$ cat config.mk
export PLATFORM = sky130hd
export DESIGN_NAME = sp_bank_responder
export DESIGN_NICKNAME = d
export VERILOG_FILES = /design/src/rtl/sp_bank_responder.sv
export SDC_FILE = /design/constraint.sdc
export NUM_CORES = 1
export LEC_CHECK = 0
export CORE_ASPECT_RATIO = 0.8
export CORE_MARGIN = 2
export CORE_UTILIZATION = 42
export CTS_BUF_LIST = sky130_fd_sc_hd__clkbuf_8
export DETAILED_ROUTE_END_ITERATION = 10
export PLACE_DENSITY_LB_ADDON = 0.12
export SYNTH_ARGS = -nofsm -noshare
export SYNTH_HDL_FRONTEND = slang
export SYNTH_SLANG_ARGS = --single-unit
$ cat constraint.sdc
create_clock -name CLK -period 4.11 [get_ports CLK]
set_clock_uncertainty 0.05 [all_clocks]
set_input_delay 1.233 -clock CLK [delete_from_list [all_inputs] [get_ports CLK]]
set_output_delay 1.233 -clock CLK [all_outputs]
set_load 0.01 [all_outputs]
$ cat src/rtl/sp_bank_responder.sv
// Memory end of one scratchpad bank: arbitrates the write FIFO and read-request FIFO
// onto a single-port SRAM and returns read rows with their tags on a valid/ready channel.
module sp_bank_responder #(
    parameter int ROW_S_W      = 5,
    parameter int BITS_PER_ROW = 64,
    parameter int TAG_W        = 4,
    parameter int SRAM_LAT     = 2
) (
    input  logic                    CLK,
    input  logic                    nRST,

    input  logic                    wFIFO_empty,
    input  logic [ROW_S_W-1:0]      wFIFO_row,
    input  logic [BITS_PER_ROW-1:0] wFIFO_data,
    output logic                    wFIFO_REN,

    input  logic                    rFIFO_empty,
    input  logic [ROW_S_W-1:0]      rFIFO_row,
    input  logic [TAG_W-1:0]        rFIFO_tag,
    output logic                    rFIFO_REN,

    output logic                    bank_en,
    output logic                    bank_wen,
    output logic [ROW_S_W-1:0]      bank_row,
    output logic [BITS_PER_ROW-1:0] bank_wdata,
    input  logic [BITS_PER_ROW-1:0] bank_rdata,

    output logic                    rsp_valid,
    output logic [BITS_PER_ROW-1:0] rsp_data,
    output logic [TAG_W-1:0]        rsp_tag,
    input  logic                    rsp_ready,

    output logic                    busy
);

    typedef enum logic [2:0] {
        IDLE,
        WRITE,
        READ_ISSUE,
        READ_WAIT,
        RESP
    } stateT;

    typedef enum logic {
        GRANT_WRITE,
        GRANT_READ
    } grantT;

    stateT            state;
    grantT            lastGrant;
    logic [2:0]       latCnt;
    logic [TAG_W-1:0] tagLatch;
    logic             grantWrite;
    logic             grantRead;

    // Write wins when alone, on a same-row hazard, or when it is its round-robin turn.
    // Gating with nRST keeps a FIFO from being popped while the bank is held in reset.
    always_comb begin
        // NOTE: every signal assigned in always_comb gets a default first so no latch is inferred.
        grantWrite = 1'b0;
        grantRead  = 1'b0;
        if (nRST && state == IDLE) begin
            if (!wFIFO_empty &&
                (rFIFO_empty || wFIFO_row == rFIFO_row || lastGrant == GRANT_READ)) begin
                grantWrite = 1'b1;
            end else if (!rFIFO_empty) begin
                grantRead = 1'b1;
            end
        end
    end

    assign wFIFO_REN = grantWrite;
    assign rFIFO_REN = grantRead;

    always_ff @(posedge CLK or negedge nRST) begin
        if (!nRST) begin
            state      <= IDLE;
            lastGrant  <= GRANT_READ;
            latCnt     <= '0;
            tagLatch   <= '0;
            bank_en    <= 1'b0;
            bank_wen   <= 1'b0;
            bank_row   <= '0;
            bank_wdata <= '0;
            rsp_valid  <= 1'b0;
            rsp_data   <= '0;
            rsp_tag    <= '0;
            busy       <= 1'b0;
        end else begin
            // NOTE: sequential state uses non-blocking assignments so every register
            // samples pre-edge values regardless of statement order.
            case (state)
                IDLE: begin
                    if (grantWrite) begin
                        bank_en    <= 1'b1;
                        bank_wen   <= 1'b1;
                        bank_row   <= wFIFO_row;
                        bank_wdata <= wFIFO_data;
                        lastGrant  <= GRANT_WRITE;
                        busy       <= 1'b1;
                        state      <= WRITE;
                    end else if (grantRead) begin
                        bank_en    <= 1'b1;
                        bank_wen   <= 1'b0;
                        bank_row   <= rFIFO_row;
                        tagLatch   <= rFIFO_tag;
                        lastGrant  <= GRANT_READ;
                        busy       <= 1'b1;
                        state      <= READ_ISSUE;
                    end
                end

                WRITE: begin
                    bank_en  <= 1'b0;
                    bank_wen <= 1'b0;
                    busy     <= 1'b0;
                    state    <= IDLE;
                end

                READ_ISSUE: begin
                    bank_en <= 1'b0;
                    latCnt  <= 3'(SRAM_LAT - 1);
                    state   <= READ_WAIT;
                end

                // latCnt reaches zero in the cycle the SRAM presents the row.
                READ_WAIT: begin
                    if (latCnt == 3'd0) begin
                        rsp_data  <= bank_rdata;
                        rsp_tag   <= tagLatch;
                        rsp_valid <= 1'b1;
                        state     <= RESP;
                    end else begin
                        latCnt <= latCnt - 3'd1;
                    end
                end

                RESP: begin
                    if (rsp_ready) begin
                        rsp_valid <= 1'b0;
                        busy      <= 1'b0;
                        state     <= IDLE;
                    end
                end

                default: begin
                    bank_en   <= 1'b0;
                    rsp_valid <= 1'b0;
                    busy      <= 1'b0;
                    state     <= IDLE;
                end
            endcase
        end
    end

endmodule

# --- Word-level counts from Yosys, hierarchy flattened ---
# Cells that the tools add are included.
# Widths: inputs -> output; s select.
classes:
  addsub: 1
  eq_ne: 9
  muxes: 25
  bitwise_logic: 4
  reduce_logical: 23
op_table:
  columns: ["op", "count"]
  rows:
  - ["$mux 3", 5]
  - ["$mux 1", 12]
  - ["$pmux 3 s4", 1]
  - ["$reduce_and 2->1", 6]
  - ["$reduce_and 3->1", 4]
  - ["$mux 5", 2]
  - ["$eq 3x2->1 const B", 2]
  - ["$logic_not 3->1", 2]
  - ["$ne 2x2->1 const B", 3]
  - ["$pmux 1 s3", 2]
  - ["$pmux 3 s2", 1]
  - ["$reduce_bool 2->1", 3]
  - ["$eq 5x5->1", 1]
  - ["$not 1->1", 4]
  - ["$pmux 1 s2", 2]
  - ["$reduce_or 2->1", 2]
  - ["$eq 3x1->1 const B", 1]
  - ["$eq 3x3->1 const B", 1]
  - ["$ne 3x3->1 const B", 1]
  - ["$reduce_or 3->1", 1]
  - ["$sub 3x1->3 const B", 1]
  - ["$logic_and 1x1->1", 2]
  - ["$logic_or 1x1->1", 2]
  - ["$logic_not 1->1", 1]
word_totals:
  register_bits: 152

# --- Longest topological paths before layout ---
depth:
  depth_word: 9
  ltp_mapped: 8
  mapped_depth_nobuf: 6

# --- Worst setup path before layout ---
# No wires, ideal clock.
synth_timing:
  kind: "input to output"
  startpoint: "input rFIFO_row[4]"
  endpoint: "output wFIFO_REN"
  arrival_time_ns: 2.367
  setup_slack_ns: 0.460
  path_stages: 6
  path_buffers: 2
  path_cell_list: "xnor2_1 -> nand4_1 -> or3_1 -> a21oi_2 -> buf_4 -> buf_4"
synth_via:
  elab_chain_cells: 6
synth_rtl:
  columns: ["element", "line", "source"]
  rows:
  - ["start, declared", "18", "input logic [ROW_S_W-1:0] rFIFO_row,"]
  - ["$eq 5x5->1", "64", "(rFIFO_empty || wFIFO_row == rFIFO_row || lastGrant == GRANT_READ)) begin"]
  - ["$logic_or 1x1->1 (2 in series)", "64", null]
  - ["$logic_and 1x1->1", "63", "if (!wFIFO_empty &&"]
  - ["$mux 1", "63", null]
  - ["$mux 1", "62", "if (nRST && state == IDLE) begin"]
  - ["end, declared", "15", "output logic wFIFO_REN,"]
# Every way passes these cells.

# --- Worst setup path in the final report ---
layout_timing:
  startpoint: "input rFIFO_row[1]"
  endpoint: "output wFIFO_REN"
# The elaborated chain is that of the path after synthesis.

==> implementation parameters <==
Parameter                              Value

Status
  Run status    complete, no violations

Clock network
  TritonCTS clock tree    yes
  Clock Latency Late Sink    0.44 ns
  CTS Buffer Depth    2
  Root buffer selected by CTS    clkbuf_8
  Num CTS Buffers    17
  Number of buffers inserted for hold repair after clock tree synthesis    0
  H-tree lvl count    4
  Post-CTS setup repair buffer count    0
  Clock-pin transition on the worst setup and hold timing paths    0.08 ns
  Sink count of the clock tree    152

Yosys
  Leading post-synthesis cells by cell area    dfrtp_1 63%, mux2_2 27%, buf_6 0.95%
  Asr flop ratio synth    1.00
  Cell Area, Synth    0.00595 sq mm
  Dominant cell type by area after synthesis    dfrtp_1
  EDFF count, synth    0
  Top-area cell type share of the netlist area    0.635
  Synth Instances    368
  Most instantiated library cell after synthesis    dfrtp_1
  Post-synthesis sequential element count    152
  Distinct cell type count after synthesis    39
  Number of warnings issued by yosys    0
  Number of nets produced by synthesis    517
  Commonest cells in the synthesized netlist    151 x dfrtp_1, 145 x mux2_2, 10 x buf_2
  Mean instance size in the synthesized netlist    16.2 sq um
  Most common flop cell mapped by yosys    dfrtp_1
  Seq/Total Area, Yosys    0.639

Power and ir drop
  Static leakage power    3.96 nW
  Internal power    4.88 mW
  PnR Total Power    6.87 mW
  Cell Pwr Density    728 mW/mm^2
  Part of the power in registers    0.380
  Switching part of the total    0.290
  Worst-case vdd ir drop    0.391 mV
  Net load switching power    1.99 mW
  Part of the total power dissipated in the clock network    0.181
  Gate power share    0.439

Critical path
  Arrival time of data at the critical path endpoint    2.72 ns
  Endpoint of the most critical register-to-register path    bank_wdata[63]
  Category of the worst setup path launch point    input pin
  Category of the critical setup timing path    in2out
  Register-to-Register Setup Slack    1.49 ns
  Origin of the critical flop-to-flop path    state[0]
  Largest driver fanout on the critical path    2
  Element type at the critical path end    output pin
  Worst EP required    2.83 ns
  Number of cell instances on the worst register-to-register path    4

Drt
  Total length of routed wires    15,100 um
  Count of antenna-violating nets left after detailed routing    0
  Count of vias placed by the detailed router    4,144
  Vias per Instance    4.85
  DRT iter0 DRCs    190
  Number of detailed-route iterations in the first pass    6
  Wirelength per Cell    17.6 um
  Residual DRC count    0

Die
  Die area    0.0151 sq mm
  Core Footprint    0.0137 sq mm
  Die span in x    137 um
  Io pins    290
  Std-Cell Rows    38
  Overall die height    110 um
  Initial standard-cell utilization of the core    0.435

STA
  Period utilisation layout    0.974
  Hold Fails Final Rpt    0
  Minimum hold slack    0.446 ns
  Fin. max-slew vios    0
  Final setup violating endpoints    0
  Pin slew with the least headroom to its limit    1.01 ns
  Max Freq    250 MHz
  RSZ-0062 raised after global routing    false
  Shortest period the worst path allows    4.00 ns
  Relative slew slack    0.326

GRT
  Antenna violations before repair    0
  Global-route wire length before repair    23,400 um
  Vias in the first global route    4,505
  Global routing usage summed across all routing layers    0.203
  Maximum number of pins on one net before global-route repair    83
  Total congestion overflow after global routing    0

Run
  Max-cap check violation count    0

Placed design
  Dpl hpwl    11,200 um
  GP Congestion    0.733
  Buffers added on ports    289

Finish
  Antenna diode count    0
  Net count of the finished layout    812
  Fraction of layout cells with a size suffix above 1    0.284
  Synth-to-layout area growth    58.5%

Worst hold path
  Hold path startpoint    bank_en
  Type of the most critical hold path    reg2reg
  Hold EP    bank_en
  Worst Hold Path Cells    1
[kinds of logic after synthesis]
kind of cell | share of synthesized area
AOI/OAI and AO/OA | 0.0229
muxes | 0.278
DFF | 0.639
xor gates and xnor gates | 0.00736
buffers and inverters | 0.0254
and+or+nand+nor | 0.0225
adders and majority gates | 0.00420
[worst max-delay path by stage]
stage / to / startpoint / depth (start not counted) / slack (ns)
5_1_grt: wFIFO_REN / rFIFO_row[2] / 6 / 0.02
3_5_place_dp: wFIFO_REN / rFIFO_row[1] / 6 / -0.33
3_3_place_gp: wFIFO_REN / rFIFO_row[4] / 6 / -0.31
4_1_cts: wFIFO_REN / rFIFO_row[1] / 6 / 0.006
2_1_floorplan: wFIFO_REN / rFIFO_row[4] / 6 / 0.46
6_report: wFIFO_REN / rFIFO_row[1] / 6 / 0.11
[power by group through the flow]
stage                     clock (mW)  sequential, mW  combinational [mW]
after global routing            1.34            2.71                3.23
after detailed placement           0            2.65                3.06
final                           1.24            2.61                3.02
after floorplan                    0            2.92               0.985
after global placement             0            2.59                3.01
after CTS                       1.28            2.62                3.07
[through the flow]
step / TNS [ns] / cells / util / setup WS [ns] / instance area [sq um]
final: 0 / 855 / 0.689 / 0.107 / 9430
after CTS: 0 / 855 / 0.689 / 0.00566 / 9440
after global routing: 0 / 855 / 0.689 / 0.0240 / 9430
after global placement: -0.330 / 824 / 0.657 / -0.310 / 9000
after floorplan: 0 / 368 / - / 0.460 / 5950
after detailed placement: -0.364 / 824 / 0.657 / -0.334 / 9000
[critical path, stage by stage]
cell and delay (ns):
clkdlybuf4s50_1 0.50, xnor2_1 0.13, nand4_1 0.14, or3_4 0.40, a21oi_4 0.15, buf_2 0.16
[routing by layer]
metal,vias to the layer above,part of all wire,global-route usage
li1,1895,-,-
met1,2052,0.39,0.226
met2,175,0.50,0.340
met3,22,0.097,0.0918
met4,0,0.019,0.0742
met5,-,0,0
[flip-flops by register name (all words and copies together) (netlist names)]
signal and flops:
rsp_tag 4, state 3, rsp_valid 1, bank_en 1
rsp_data 64, bank_row 5, busy 1, bank_wen 1
bank_wdata 64, tagLatch 4, latCnt 3, lastGrant 1
[layout by cell type, fill, tap and decap left out, drive strengths merged, types with 4 or more instances in the layout]
| cell type | count |
|---|---|
| buf | 8 |
| bufinv | 4 |
| clkbuf | 21 |
| clkdlybuf4s50 | 286 |
| dfrtp | 151 |
| inv | 5 |
| mux2 | 147 |
| nor2 | 5 |
| nor2b | 4 |
| xnor2 | 4 |
[layout make-up]
type	count	area (sq um)
clock buffer	21	289
fill	969	4260
timing repair buffer	295	2950
sequential	152	3800
clock inverter	10	150
inverter	3	11.3
multi-input combinational	194	2010
tap	180	225
[what timing repair did]
| action | in CTS | in global routing |
|---|---|---|
| gates resized for setup | 5 | 1 |
| setup endpoints to repair | 2 | 1 |
| pin swaps | 0 | 2 |
| hold endpoints to repair | 0 | 0 |
No activity file was read; power rests on OpenSTA's default activity.
